==> config.mk <==
export PLATFORM = sky130hd
export DESIGN_NAME = multicycle_ctrl_fsm
export DESIGN_NICKNAME = d
export VERILOG_FILES = /design/src/rtl/multicycle_ctrl_fsm.sv
export SDC_FILE = /design/constraint.sdc
export NUM_CORES = 1
export LEC_CHECK = 0
export ABC_CLOCK_PERIOD_IN_PS = 3040
export BUFFER_PORTS_ARGS = -buffer_cell sky130_fd_sc_hd__buf_2
export CAP_MARGIN = 0
export CORE_MARGIN = 4
export CORE_UTILIZATION = 49
export DETAILED_ROUTE_END_ITERATION = 10
export PLACE_DENSITY_LB_ADDON = 0.12
export SLEW_MARGIN = 20
export SYNTH_ARGS = -nofsm -noshare
export SYNTH_HDL_FRONTEND = slang
export SYNTH_SLANG_ARGS = --single-unit
==> constraint.sdc <==
create_clock -name clk -period 3.04 [get_ports clk]
set_input_delay 0.304 -clock clk [delete_from_list [all_inputs] [get_ports clk]]
set_output_delay 0.304 -clock clk [all_outputs]
set_load 0.03 [all_outputs]
==> src/rtl/multicycle_ctrl_fsm.sv <==
// Control FSM for a multicycle RV32I datapath: decodes the instruction register,
// sequences fetch/memory/ALU/branch steps and counts retired instructions.
module multicycle_ctrl_fsm #(
    parameter bit TRAP_EN  = 1'b1,
    parameter int CNT_W    = 32,
    parameter int ALU_OP_W = 5
) (
    input  logic                clk,
    input  logic                rst_n,
    input  logic [31:0]         instr_i,
    input  logic                imem_ready_i,
    input  logic                dmem_ready_i,
    input  logic                branch_taken_i,
    output logic [3:0]          state_o,
    output logic                imem_req_o,
    output logic                ir_we_o,
    output logic                pc_we_o,
    output logic [1:0]          pc_src_o,
    output logic                rf_we_o,
    output logic [1:0]          rf_wsel_o,
    output logic [ALU_OP_W-1:0] alu_op_o,
    output logic [1:0]          alu_srca_o,
    output logic                alu_srcb_o,
    output logic [2:0]          imm_type_o,
    output logic                dmem_req_o,
    output logic                dmem_we_o,
    output logic [2:0]          load_type_o,
    output logic [1:0]          store_type_o,
    output logic                illegal_o,
    output logic                retired_o,
    output logic [CNT_W-1:0]    retire_cnt_o
);
    typedef enum logic [3:0] {
        FETCH = 4'd0, DECODE = 4'd1, MEMADDR = 4'd2, MEMRD = 4'd3, MEMWB = 4'd4,
        MEMWR = 4'd5, EXEC_R = 4'd6, EXEC_I = 4'd7, ALUWB = 4'd8, BRANCH = 4'd9,
        JUMP = 4'd10, UPPER = 4'd11, TRAP = 4'd12
    } state_t;

    localparam logic [6:0] OP_LOAD = 7'b0000011, OP_STORE = 7'b0100011, OP_R = 7'b0110011,
                           OP_I = 7'b0010011, OP_BRANCH = 7'b1100011, OP_JAL = 7'b1101111,
                           OP_JALR = 7'b1100111, OP_LUI = 7'b0110111, OP_AUIPC = 7'b0010111;

    state_t      state, next;
    logic [6:0]  opcode;
    logic [2:0]  funct3;
    logic [6:0]  funct7;
    logic        bad, alt;
    logic [3:0]  alu, alu_func, alu_br;
    logic [2:0]  ld_type;
    logic [1:0]  st_type;
    logic        unused;

    assign opcode = instr_i[6:0];
    assign funct3 = instr_i[14:12];
    assign funct7 = instr_i[31:25];
    assign unused = ^{instr_i[24:15], instr_i[11:7]};
    // instr[30] selects SUB/SRA only for R-type or shift-right; for ADDI it is immediate data
    assign alt    = instr_i[30] && (opcode == OP_R || funct3 == 3'b101);

    always_comb begin
        bad = 1'b0;
        case (opcode)
            OP_LOAD:   bad = (funct3 == 3'b011) || (funct3[2:1] == 2'b11);
            OP_STORE:  bad = funct3 > 3'b010;
            OP_BRANCH: bad = funct3[2:1] == 2'b01;
            OP_JALR:   bad = funct3 != 3'b000;
            OP_R:      bad = !(funct7 == 7'b0000000 ||
                               (funct7 == 7'b0100000 && (funct3 == 3'b000 || funct3 == 3'b101)));
            OP_I: begin
                if (funct3 == 3'b001)      bad = funct7 != 7'b0000000;
                else if (funct3 == 3'b101) bad = funct7 != 7'b0000000 && funct7 != 7'b0100000;
            end
            OP_JAL, OP_LUI, OP_AUIPC: bad = 1'b0;
            default:   bad = 1'b1;
        endcase
    end

    always_comb begin
        alu_func = 4'd0;
        case (funct3)
            3'b000: alu_func = alt ? 4'd1 : 4'd0;
            3'b001: alu_func = 4'd2;
            3'b010: alu_func = 4'd5;
            3'b011: alu_func = 4'd6;
            3'b100: alu_func = 4'd7;
            3'b101: alu_func = alt ? 4'd4 : 4'd3;
            3'b110: alu_func = 4'd8;
            default: alu_func = 4'd9;
        endcase
        alu_br = 4'd10;
        case (funct3)
            3'b001: alu_br = 4'd11;
            3'b100: alu_br = 4'd12;
            3'b101: alu_br = 4'd13;
            3'b110: alu_br = 4'd14;
            3'b111: alu_br = 4'd15;
            default: alu_br = 4'd10;
        endcase
        ld_type = 3'd0;
        case (funct3)
            3'b000: ld_type = 3'd1;
            3'b001: ld_type = 3'd2;
            3'b010: ld_type = 3'd3;
            3'b100: ld_type = 3'd4;
            3'b101: ld_type = 3'd5;
            default: ld_type = 3'd0;
        endcase
        st_type = (funct3 <= 3'b010) ? funct3[1:0] + 2'd1 : 2'd0;
    end

    always_ff @(posedge clk) begin
        if (!rst_n) begin
            state        <= FETCH;
            retire_cnt_o <= '0;
        end else begin
            state <= next;
            if (retired_o) retire_cnt_o <= retire_cnt_o + CNT_W'(1);
        end
    end

    always_comb begin
        next = state;
        imem_req_o = 1'b0; ir_we_o = 1'b0; pc_we_o = 1'b0; pc_src_o = 2'd0;
        rf_we_o = 1'b0; rf_wsel_o = 2'd0; alu = 4'd0; alu_srca_o = 2'd0;
        alu_srcb_o = 1'b0; imm_type_o = 3'd0; dmem_req_o = 1'b0; dmem_we_o = 1'b0;
        load_type_o = 3'd0; store_type_o = 2'd0; illegal_o = 1'b0; retired_o = 1'b0;
        case (state)
            FETCH: begin
                imem_req_o = 1'b1;
                if (imem_ready_i) begin
                    ir_we_o = 1'b1; pc_we_o = 1'b1; next = DECODE;
                end
            end
            DECODE: begin
                if (bad) next = TRAP_EN ? TRAP : FETCH;
                else begin
                    case (opcode)
                        OP_LOAD, OP_STORE: next = MEMADDR;
                        OP_R:              next = EXEC_R;
                        OP_I:              next = EXEC_I;
                        OP_BRANCH:         next = BRANCH;
                        OP_JAL, OP_JALR:   next = JUMP;
                        default:           next = UPPER;
                    endcase
                end
            end
            MEMADDR: begin
                alu_srcb_o = 1'b1;
                imm_type_o = (opcode == OP_LOAD) ? 3'd0 : 3'd1;
                next = (opcode == OP_LOAD) ? MEMRD : MEMWR;
            end
            MEMRD: begin
                dmem_req_o = 1'b1; load_type_o = ld_type;
                if (dmem_ready_i) next = MEMWB;
            end
            MEMWR: begin
                dmem_req_o = 1'b1; dmem_we_o = 1'b1; store_type_o = st_type;
                if (dmem_ready_i) begin
                    retired_o = 1'b1; next = FETCH;
                end
            end
            MEMWB: begin
                rf_we_o = 1'b1; rf_wsel_o = 2'd1; load_type_o = ld_type;
                retired_o = 1'b1; next = FETCH;
            end
            EXEC_R, EXEC_I, ALUWB: begin
                alu = alu_func;
                alu_srcb_o = (opcode == OP_I);
                if (state == ALUWB) begin
                    rf_we_o = 1'b1; retired_o = 1'b1; next = FETCH;
                end else next = ALUWB;
            end
            BRANCH: begin
                alu = alu_br; imm_type_o = 3'd2;
                pc_we_o = branch_taken_i; pc_src_o = 2'd1;
                retired_o = 1'b1; next = FETCH;
            end
            JUMP: begin
                rf_we_o = 1'b1; rf_wsel_o = 2'd2; pc_we_o = 1'b1;
                if (opcode == OP_JAL) begin
                    pc_src_o = 2'd2; imm_type_o = 3'd4;
                end else begin
                    pc_src_o = 2'd3; alu_srcb_o = 1'b1;
                end
                retired_o = 1'b1; next = FETCH;
            end
            UPPER: begin
                imm_type_o = 3'd3; alu_srcb_o = 1'b1;
                alu_srca_o = (opcode == OP_LUI) ? 2'd2 : 2'd1;
                rf_we_o = 1'b1; retired_o = 1'b1; next = FETCH;
            end
            TRAP:    illegal_o = 1'b1;
            default: next = FETCH;
        endcase
        // Outputs are held quiet during reset whatever the current state
        if (!rst_n) begin
            imem_req_o = 1'b0; ir_we_o = 1'b0; pc_we_o = 1'b0; pc_src_o = 2'd0;
            rf_we_o = 1'b0; rf_wsel_o = 2'd0; alu = 4'd0; alu_srca_o = 2'd0;
            alu_srcb_o = 1'b0; imm_type_o = 3'd0; dmem_req_o = 1'b0; dmem_we_o = 1'b0;
            load_type_o = 3'd0; store_type_o = 2'd0; illegal_o = 1'b0; retired_o = 1'b0;
        end
    end

    assign alu_op_o = ALU_OP_W'(alu);
    assign state_o  = state;
endmodule

# --- Yosys cells after proc, flatten, opt, wreduce, memory -nomap -nowiden ---
# Index checks and enable logic that the tools add are counted.
# Widths: inputs -> output; s select.
classes:
  muxes: 57
  bitwise: 1
  n_eq_ne: 35
  n_reduce_logical: 23
  magnitude_cmp: 2
  addsub: 2
ops:
  columns: ["operator", "count"]
  rows:
  - ["$pmux 4 s7", 2]
  - ["$add 32x1->32 const B", 1]
  - ["$pmux 3 s5", 2]
  - ["$eq 7x6->1 const B", 4]
  - ["$mux 4", 6]
  - ["$mux 1", 23]
  - ["$eq 7x7->1 const B", 3]
  - ["$eq 4x4->1 const B", 5]
  - ["$pmux 4 s5", 1]
  - ["$mux 3", 6]
  - ["$eq 4x3->1 const B", 4]
  - ["$mux 2", 8]
  - ["$eq 7x5->1 const B", 2]
  - ["$eq 3x3->1 const B", 4]
  - ["$pmux 3 s4", 1]
  - ["$reduce_or 2->1", 5]
  - ["$pmux 1 s3", 3]
  - ["$reduce_or 3->1", 3]
  - ["$eq 4x2->1 const B", 2]
  - ["$pmux 2 s2", 2]
  - ["$pmux 4 s2", 1]
  - ["$eq 7x2->1 const B", 1]
  - ["$logic_not 7->1", 1]
  - ["$ne 7x6->1 const B", 1]
  - ["21 further kinds", 29]
totals:
  regBits: 36
  inputBits: 37

# --- Logic depth before layout (Yosys ltp) ---
# Gate-level depths: netlist (run 1).
depth:
  ltp_word: 8
  ltp_mapped: 8
  mapped_depth_nobuf: 8

# --- Least setup slack after synthesis (run 1) ---
# Ideal clock, no wire load.
synth_timing:
  path_type: "reg-to-reg"
  start: "reg state[3] (netlist: state_o[3])"
  end: "reg retire_cnt_o[30]"
  synth_period_minus_slack_ns: 2.421
  t_required_ns: 2.969
  setup_slack_ns: 0.619
  stages_incl_launch_ff: 7
  arrival_time_ns: 2.350
  path_buffers: 0
  cell_sequence: "dfxtp_1 ha_1 or3b_1 o2111ai_4 or4_1 or4_1 a21oi_1"
synth_via:
  elab_chain_len: 4
synth_rtl:
  columns: ["element", "line_no", "text"]
  rows:
  - ["start, declared", "43", "state_t state, next;"]
  - ["start signal, assigned", "116", "state <= next;"]
  - ["$eq 4x4->1 (tied with other cells)", "127", "case (state)"]
  - ["$reduce_or 4->1 (no source line) (tied with other cells)", null, null]
  - ["$pmux 1 s3 *", "127", null]
  - ["$mux 1 *", "196", "if (!rst_n) begin"]
  - ["end signal, assigned", "117", "if (retired_o) retire_cnt_o <= retire_cnt_o + CNT_W'(1);"]
  - ["end, declared", "31", "output logic [CNT_W-1:0] retire_cnt_o"]
# Every way passes the cells marked *; elsewhere a longest branch is shown, timed or not.
# A chain may end at the register's enable or synchronous reset.

# --- Worst setup path in the final report (run 1) ---
# Ends and elaborated chain as after synthesis.

==> metrics.txt, run 1 <==
# TYPE chip_impl_metric gauge
chip_impl_info{name="end_kind",value="flip-flop"} 1
chip_impl_metric{name="post_route_cells_drive_above_1_share",unit=""} 0.233
chip_impl_info{name="min_path_type",value="in -> reg"} 1
chip_impl_metric{name="ys_async_sr_fraction",unit=""} 0
chip_impl_metric{name="cts_buffers",unit=""} 5
chip_impl_metric{name="numPortBuffers",unit=""} 84
chip_impl_metric{name="finalCritPeriodShare",unit=""} 0.868
chip_impl_info{name="rsz0062_at_grt",value="no"} 1
chip_impl_info{name="library_cell_used_as_clock_root_buffer",value="clkbuf_8"} 1
chip_impl_metric{name="drtPass1Iterations",unit=""} 5
chip_impl_metric{name="cellLeakagePower",unit="nW"} 1.31
chip_impl_metric{name="number_of_buffers_inserted_to_repair_setup_after_cts",unit=""} 0
chip_impl_metric{name="power.density_cell_area",unit="nW/um^2"} 348
chip_impl_metric{name="share_clk_of_total_power",unit=""} 0.386
chip_impl_metric{name="place_hpwl",unit="microns"} 5060
chip_impl_info{name="tritoncts",value="done"} 1
chip_impl_metric{name="clk_path_buf_depth",unit=""} 2
chip_impl_metric{name="layout_overhead_on_the_synthesized_area",unit="%"} 22.7
chip_impl_metric{name="final.setup.tns",unit="ns"} 0
chip_impl_metric{name="total_i_o_pin_count",unit=""} 101
chip_impl_metric{name="ys.warnings.count",unit=""} 0
chip_impl_metric{name="power.ir.vdd_worst",unit="mV"} 0.216
chip_impl_metric{name="die_x",unit="microns"} 80.0
chip_impl_metric{name="syn_inst",unit=""} 354
chip_impl_metric{name="seq_power_share",unit=""} 0.447
chip_impl_metric{name="drt_wl_total",unit="microns"} 6690
chip_impl_metric{name="antenna-diode-count",unit=""} 0
chip_impl_metric{name="initial_core_util",unit=""} 0.520
chip_impl_metric{name="cts_resized",unit=""} 0
chip_impl_metric{name="total_cell_area_at_the_placement_stage",unit="sq um"} 3000
chip_impl_metric{name="setup-violations-final",unit=""} 0
chip_impl_info{name="critPathLaunchType",value="flip-flop"} 1
chip_impl_metric{name="post_route_clock_skew",unit="ns"} 0.0105
chip_impl_metric{name="total_switching_power",unit="mW"} 0.305
chip_impl_metric{name="drtAntennaViolNets",unit=""} 0
chip_impl_metric{name="hold_viol_final",unit=""} 0
chip_impl_metric{name="wire_length_of_the_first_global_routing_pass",unit="microns"} 11200
chip_impl_metric{name="cts_num_sinks",unit=""} 36
chip_impl_metric{name="first_global_vias",unit=""} 2445
chip_impl_metric{name="holdBufCountCts",unit=""} 0
chip_impl_metric{name="synth_area_per_cell",unit="sq um"} 7.17
chip_impl_metric{name="slew_viol_final",unit=""} 0
chip_impl_metric{name="sw_frac_of_total",unit=""} 0.281
chip_impl_metric{name="critPathMaxFanout",unit=""} 11
chip_impl_metric{name="detail_route.drc_violations",unit=""} 0
chip_impl_metric{name="fp-row-count",unit=""} 25
chip_impl_info{name="final_common_cell",value="buf_2"} 1
chip_impl_metric{name="place_congestion",unit=""} 0.876
chip_impl_metric{name="combPwrFrac",unit=""} 0.167
chip_impl_info{name="hold_path.startpoint",value="imem_ready_i"} 1
chip_impl_info{name="worst_r2r_startpoint",value="state_o[3]$_SDFFE_PN0P_"} 1
chip_impl_info{name="layout_common_cells",value="84 x buf_2, 36 x dfxtp_1, 32 x nor2_1, 30 x nand2_1, 30 x o21ai_0"} 1
chip_impl_metric{name="area_of_the_core",unit="sq um"} 4880
chip_impl_metric{name="synth_edf_count",unit=""} 0
chip_impl_metric{name="finalCriticalPeriod",unit="ns"} 2.64
chip_impl_metric{name="grt_start_max_net_pins",unit=""} 32
chip_impl_metric{name="detail_route.wl_per_cell",unit="microns"} 13.4
chip_impl_metric{name="max_freq",unit="GHz"} 0.379
chip_impl_metric{name="initial_antenna_violation_count",unit=""} 0
chip_impl_metric{name="grt_overflow_total",unit=""} 0
chip_impl_metric{name="clkTransAtPathRegs",unit="ns"} 0.07
chip_impl_metric{name="critPathArrivalTime",unit="ns"} 2.86
chip_impl_metric{name="synth.net_count",unit=""} 400
chip_impl_metric{name="p_int",unit="mW"} 0.780
chip_impl_metric{name="synth.yosys.seq_area_share",unit=""} 0.284
chip_impl_metric{name="required",unit="ns"} 3.26
chip_impl_metric{name="syn_area",unit="sq um"} 2540
chip_impl_metric{name="count_of_unique_library_cells_instantiated_by_yosys",unit=""} 52
chip_impl_info{name="timing.critical_path.from",value="state_o[3]$_SDFFE_PN0P_"} 1
chip_impl_metric{name="finish.net_count",unit=""} 478
chip_impl_metric{name="global_route.usage.total",unit=""} 0.214
chip_impl_metric{name="die_y",unit="microns"} 80.0
chip_impl_metric{name="tightestPinTransition",unit="ns"} 0.584
chip_impl_metric{name="dr.first_iter.drc_count",unit=""} 197
chip_impl_metric{name="detailroute.via_count",unit=""} 2773
chip_impl_metric{name="ys_ff_latch",unit=""} 36
chip_impl_metric{name="max_cap_viol",unit=""} 0
chip_impl_info{name="ys.flop_type",value="dfxtp_1"} 1
chip_impl_metric{name="design_area",unit="sq um"} 3110
chip_impl_info{name="run_status",value="finished, final reports clean"} 1
chip_impl_metric{name="via_per_inst",unit=""} 5.55
chip_impl_metric{name="cts_max_level",unit=""} 2
chip_impl_metric{name="relSlewSlack",unit=""} 0.610
chip_impl_metric{name="clk-insertion-delay-late",unit="ns"} 0.29
chip_impl_info{name="criticalPathCategory",value="reg -> reg"} 1
chip_impl_metric{name="area_enclosed_by_the_die_boundary",unit="sq um"} 6390
[flip-flops by register name, indices dropped and copies added (netlist names)]
| signal | count |
|---|---|
| retire_cnt_o | 32 |
| state_o | 4 |
[cells in the mapped netlist, types with 2 or more instances]
| cell | n | share of area |
|---|---|---|
| a21boi_0 | 2 | 0.0059 |
| a21oi_1 | 29 | 0.057 |
| a311o_1 | 2 | 0.0079 |
| and2_1 | 4 | 0.0099 |
| and3_1 | 7 | 0.017 |
| and4_1 | 4 | 0.014 |
| buf_4 | 2 | 0.0059 |
| clkbuf_1 | 14 | 0.021 |
| dfxtp_1 | 36 | 0.28 |
| ha_1 | 9 | 0.044 |
| inv_1 | 22 | 0.033 |
| mux2i_1 | 2 | 0.0079 |
| nand2_1 | 30 | 0.044 |
| nand2b_1 | 8 | 0.020 |
| nand3_1 | 20 | 0.039 |
| nand4_1 | 12 | 0.030 |
| nor2_1 | 32 | 0.047 |
| nor2b_1 | 11 | 0.027 |
| nor3_1 | 17 | 0.034 |
| nor4_1 | 5 | 0.012 |
| o21ai_0 | 30 | 0.059 |
| o311ai_0 | 2 | 0.0069 |
| or3_1 | 12 | 0.030 |
| or4_1 | 2 | 0.0059 |
| xnor2_1 | 12 | 0.041 |
| xor2_1 | 2 | 0.0069 |
[final timing paths]
path                                                      end  slack (ns)  depth (start not counted)
worst max-delay path            retire_cnt_o[30]$_SDFFE_PN0P_        0.40                          6
worst min register to register  retire_cnt_o[31]$_SDFFE_PN0P_        0.50                          1
worst min-delay path                  state_o[0]$_SDFFE_PN0P_        0.47                          5
worst max register to register  retire_cnt_o[30]$_SDFFE_PN0P_        0.40                          6
[critical path: stages, from the launching register on]
cell	delay, ns
dfxtp_1	0.42
ha_1	0.37
or3b_1	0.21
o2111ai_4	0.13
or4_1	0.72
or4_1	0.56
a21oi_1	0.16
[stage by stage]
stage          hold WS [ns]  std cells  power (mW)  worst slack [ns]   util
6_report              0.467        500        1.08             0.402  0.638
5_1_grt               0.488        500        1.14             0.199  0.638
4_1_cts               0.452        500        1.09             0.416  0.638
3_5_place_dp          0.479        492       0.674             0.440  0.615
3_3_place_gp          0.467        492       0.672             0.512  0.615
2_1_floorplan         0.552        354       0.618             0.619      -
[area by class of cell]
type,instances,area [sq um]
Sequential cell,36,721
Multi-Input combinational cell,277,1650
Tap cell,67,83.8
Inverter,23,86.3
Fill cell,469,1770
Clock inverter,3,42.5
Timing Repair Buffer,89,458
Clock buffer,5,68.8
[kinds of logic (layout without fill, tap and decap cells)]
| group | after synthesis | count (layout) | share of synthesized area |
|---|---|---|---|
| AO/OA/AOI/OAI | 82 | 82 | 0.201 |
| XOR/XNOR | 14 | 14 | 0.0483 |
| adder cells (fa/ha/maj) | 9 | 9 | 0.0444 |
| buffers and inverters | 41 | 120 | 0.0646 |
| flip-flops | 36 | 36 | 0.284 |
| multiplexers | 2 | 2 | 0.00789 |
| other | 1 | 1 | 0.00148 |
| AND/OR/NAND/NOR | 169 | 169 | 0.349 |
[power groups by stage]
| stage | Combinational (mW) | Sequential, mW | Clock [mW] |
|---|---|---|---|
| after floorplan | 0.120 | 0.499 | 0 |
| final | 0.181 | 0.484 | 0.419 |
| after global placement | 0.177 | 0.495 | 0 |
| after global routing | 0.199 | 0.485 | 0.452 |
| after detailed placement | 0.179 | 0.495 | 0 |
| after CTS | 0.180 | 0.484 | 0.430 |
[per-layer routing]
metal	share of wire	track usage	wire, microns	vias up
met1	0.48	0.301	3190	1264
met4	0.0085	0.0507	57	0
met3	0.068	0.0474	455	8
li1	-	-	-	1414
met2	0.45	0.332	2990	87
met5	0	0	0	-
No activity file was read; power rests on OpenSTA's default activity.
==> run 2: changes to the inputs <==
Settings changed: ABC_CLOCK_PERIOD_IN_PS 3040 to 2950.
Clock period 3.04 ns to 2.95 ns, I/O delays scaled along.
==> run 2 against run 1 <==
Final cell count increased by 0.20%; combinational power grew 3%; first-iteration DRC count is 3.6% lower; routed wire length shrank 1.6%; clock skew is essentially flat; count of clock-buffer cells in the layout rose by 1; global-route usage fell by 0.67 points; power is 3.5% lower; sequential share of layout area grew 0.084 points; worst hold slack got worse by 0.010 ns; critical path depth grew 1; critical path type is now reg -> out; largest cell class unchanged; largest power group unchanged.
==> metrics.txt, run 2 (synthesis gave the netlist of run 1 again) <==
# TYPE chip_impl_metric gauge
chip_impl_metric{name="slew_viol_final",unit=""} 0
chip_impl_metric{name="p_int",unit="mW"} 0.739
chip_impl_metric{name="fillerInstances",unit=""} 483
chip_impl_metric{name="finalCriticalPeriod",unit="ns"} 2.49
chip_impl_metric{name="fp-row-count",unit=""} 25
chip_impl_metric{name="layout_overhead_on_the_synthesized_area",unit="%"} 22.2
chip_impl_metric{name="die_x",unit="microns"} 80.0
chip_impl_metric{name="global_route.usage.total",unit=""} 0.208
chip_impl_metric{name="hold_viol_final",unit=""} 0
chip_impl_info{name="min_path_type",value="in -> reg"} 1
chip_impl_metric{name="detail_route.drc_violations",unit=""} 0
chip_impl_metric{name="cts_buffers",unit=""} 5
chip_impl_metric{name="total_cell_area_at_the_placement_stage",unit="sq um"} 3010
chip_impl_metric{name="detailroute.via_count",unit=""} 2735
chip_impl_metric{name="design_area",unit="sq um"} 3100
chip_impl_metric{name="die_y",unit="microns"} 80.0
chip_impl_info{name="library_cell_used_as_clock_root_buffer",value="clkbuf_8"} 1
chip_impl_metric{name="rr_worst_depth",unit=""} 8
chip_impl_metric{name="number_of_buffers_inserted_to_repair_setup_after_cts",unit=""} 0
chip_impl_metric{name="post_route_cells_drive_above_1_share",unit=""} 0.235
chip_impl_metric{name="area_of_the_core",unit="sq um"} 4880
chip_impl_metric{name="total_switching_power",unit="mW"} 0.307
chip_impl_info{name="tritoncts",value="done"} 1
chip_impl_metric{name="combPwrFrac",unit=""} 0.178
chip_impl_metric{name="r2r_setup_slack",unit="ns"} 0.54
chip_impl_metric{name="drt_wl_total",unit="microns"} 6580
chip_impl_info{name="criticalPathCategory",value="reg -> out"} 1
chip_impl_metric{name="cts_num_sinks",unit=""} 36
chip_impl_metric{name="critPathArrivalTime",unit="ns"} 2.19
chip_impl_metric{name="wire_length_of_the_first_global_routing_pass",unit="microns"} 10900
chip_impl_metric{name="sw_frac_of_total",unit=""} 0.293
chip_impl_metric{name="cellLeakagePower",unit="nW"} 1.31
chip_impl_metric{name="post_route_clock_skew",unit="ns"} 0.0110
chip_impl_metric{name="cts_max_level",unit=""} 2
chip_impl_metric{name="place_hpwl",unit="microns"} 4970
chip_impl_metric{name="dr.first_iter.drc_count",unit=""} 190
chip_impl_metric{name="relSlewSlack",unit=""} 0.614
chip_impl_metric{name="place_congestion",unit=""} 0.851
chip_impl_metric{name="grt_overflow_total",unit=""} 0
chip_impl_metric{name="initial_antenna_violation_count",unit=""} 0
chip_impl_metric{name="area_enclosed_by_the_die_boundary",unit="sq um"} 6390
chip_impl_metric{name="clk_path_buf_depth",unit=""} 2
chip_impl_metric{name="numPortBuffers",unit=""} 84
chip_impl_metric{name="cts_resized",unit=""} 0
chip_impl_metric{name="critPathMaxFanout",unit=""} 14
chip_impl_metric{name="first_global_vias",unit=""} 2415
chip_impl_metric{name="detail_route.wl_per_cell",unit="microns"} 13.1
chip_impl_metric{name="setup-violations-final",unit=""} 0
chip_impl_metric{name="drtAntennaViolNets",unit=""} 0
chip_impl_info{name="end_kind",value="primary output"} 1
chip_impl_metric{name="clk-insertion-delay-late",unit="ns"} 0.29
chip_impl_metric{name="total_i_o_pin_count",unit=""} 101
chip_impl_info{name="critPathLaunchType",value="flip-flop"} 1
chip_impl_metric{name="stdcell_count",unit=""} 501
chip_impl_metric{name="multi_input_comb_area",unit="sq um"} 1650
chip_impl_metric{name="clkTransAtPathRegs",unit="ns"} 0.07
chip_impl_metric{name="seqCellArea",unit="sq um"} 721
chip_impl_info{name="run_status",value="finished, final reports clean"} 1
chip_impl_metric{name="antenna-diode-count",unit=""} 0
chip_impl_info{name="worst_r2r_startpoint",value="state_o[3]$_SDFFE_PN0P_"} 1
chip_impl_metric{name="share_clk_of_total_power",unit=""} 0.345
chip_impl_metric{name="holdBufCountCts",unit=""} 0
chip_impl_metric{name="whs_path_depth",unit=""} 4
chip_impl_info{name="hold_path.startpoint",value="dmem_ready_i"} 1
chip_impl_metric{name="max_freq",unit="GHz"} 0.402
chip_impl_info{name="rsz0062_at_grt",value="no"} 1
chip_impl_info{name="final_common_cell",value="buf_2"} 1
chip_impl_metric{name="via_per_inst",unit=""} 5.46
chip_impl_metric{name="max_cap_viol",unit=""} 0
chip_impl_metric{name="grt_start_max_net_pins",unit=""} 32
chip_impl_metric{name="final.setup.tns",unit="ns"} 0
chip_impl_info{name="layout_common_cells",value="84 x buf_2, 36 x dfxtp_1, 32 x nor2_1, 30 x nand2_1, 30 x o21ai_0"} 1
chip_impl_metric{name="required",unit="ns"} 2.65
chip_impl_metric{name="finish.net_count",unit=""} 479
chip_impl_metric{name="largest_reg_flops",unit=""} 32
chip_impl_metric{name="power.density_cell_area",unit="nW/um^2"} 337
chip_impl_metric{name="total_placed_cells_including_tap_cells",unit=""} 493
chip_impl_info{name="largest_register",value="retire_cnt_o"} 1
chip_impl_info{name="hold-path-endpoint",value="state_o[1]$_SDFFE_PN0P_"} 1
chip_impl_metric{name="power.ir.vdd_worst",unit="mV"} 0.263
chip_impl_metric{name="drtPass1Iterations",unit=""} 4
chip_impl_metric{name="seq_power_share",unit=""} 0.477
chip_impl_metric{name="initial_core_util",unit=""} 0.520
chip_impl_metric{name="finalCritPeriodShare",unit=""} 0.843
chip_impl_info{name="critical_path.reg2reg.endpoint",value="retire_cnt_o[18]$_SDFFE_PN0P_"} 1
chip_impl_metric{name="tightestPinTransition",unit="ns"} 0.578
==> run 2: cell type report <==
class	count	area share
sequential	36	0.232
inverter	23	0.0278
timing repair buffer	90	0.150
multi-input combinational	277	0.533
clock buffer	6	0.0266
tap	67	0.0270
clock inverter	2	0.00323
==> run 2: worst max path at each step <==
stage                            startpoint                            end  slack (ns)  cells after the start
detailed placement  state_o[3]$_SDFFE_PN0P_  retire_cnt_o[24]$_SDFFE_PN0P_        0.57                      8
global placement    state_o[3]$_SDFFE_PN0P_  retire_cnt_o[26]$_SDFFE_PN0P_        0.63                      8
floorplan           state_o[3]$_SDFFE_PN0P_  retire_cnt_o[30]$_SDFFE_PN0P_        0.53                      6
finish              state_o[2]$_SDFFE_PN0P_                      retired_o        0.46                      7
global route        state_o[2]$_SDFFE_PN0P_                      retired_o        0.31                      7
CTS                 state_o[2]$_SDFFE_PN0P_                      retired_o        0.45                      7
==> run 2: power by group through the flow <==
stage | registers (mW) | logic [mW] | clock network, mW
2_1_floorplan | 0.514 | 0.123 | 0
3_3_place_gp | 0.510 | 0.182 | 0
3_5_place_dp | 0.511 | 0.184 | 0
4_1_cts | 0.499 | 0.185 | 0.366
5_1_grt | 0.500 | 0.204 | 0.391
6_report | 0.499 | 0.186 | 0.361
==> run 2: worst max-delay path: stages, from the launching register on <==
cell	delay (ns)
dfxtp_1	0.41
inv_1	0.08
ha_1	0.25
or3b_1	0.43
o2111ai_4	0.15
buf_4	0.25
inv_1	0.13
buf_2	0.20
==> run 2: metrics by stage <==
step / worst slack [ns] / hold WS (ns) / power, mW / utilization
detailed placement: 0.567 / 0.464 / 0.695 / 0.617
CTS: 0.451 / 0.458 / 1.05 / 0.636
finish: 0.462 / 0.457 / 1.05 / 0.636
floorplan: 0.529 / 0.543 / 0.637 / -
global route: 0.311 / 0.507 / 1.10 / 0.636
global placement: 0.626 / 0.466 / 0.692 / 0.617
==> run 2: metal layers <==
metal / part of all wire / global-route usage / up-vias / wire (microns)
met5: 0 / 0 / - / 0
met4: 0.0032 / 0.0389 / 0 / 21
met3: 0.078 / 0.0553 / 3 / 512
met2: 0.42 / 0.328 / 94 / 2790
met1: 0.50 / 0.285 / 1225 / 3260
li1: - / - / 1413 / -
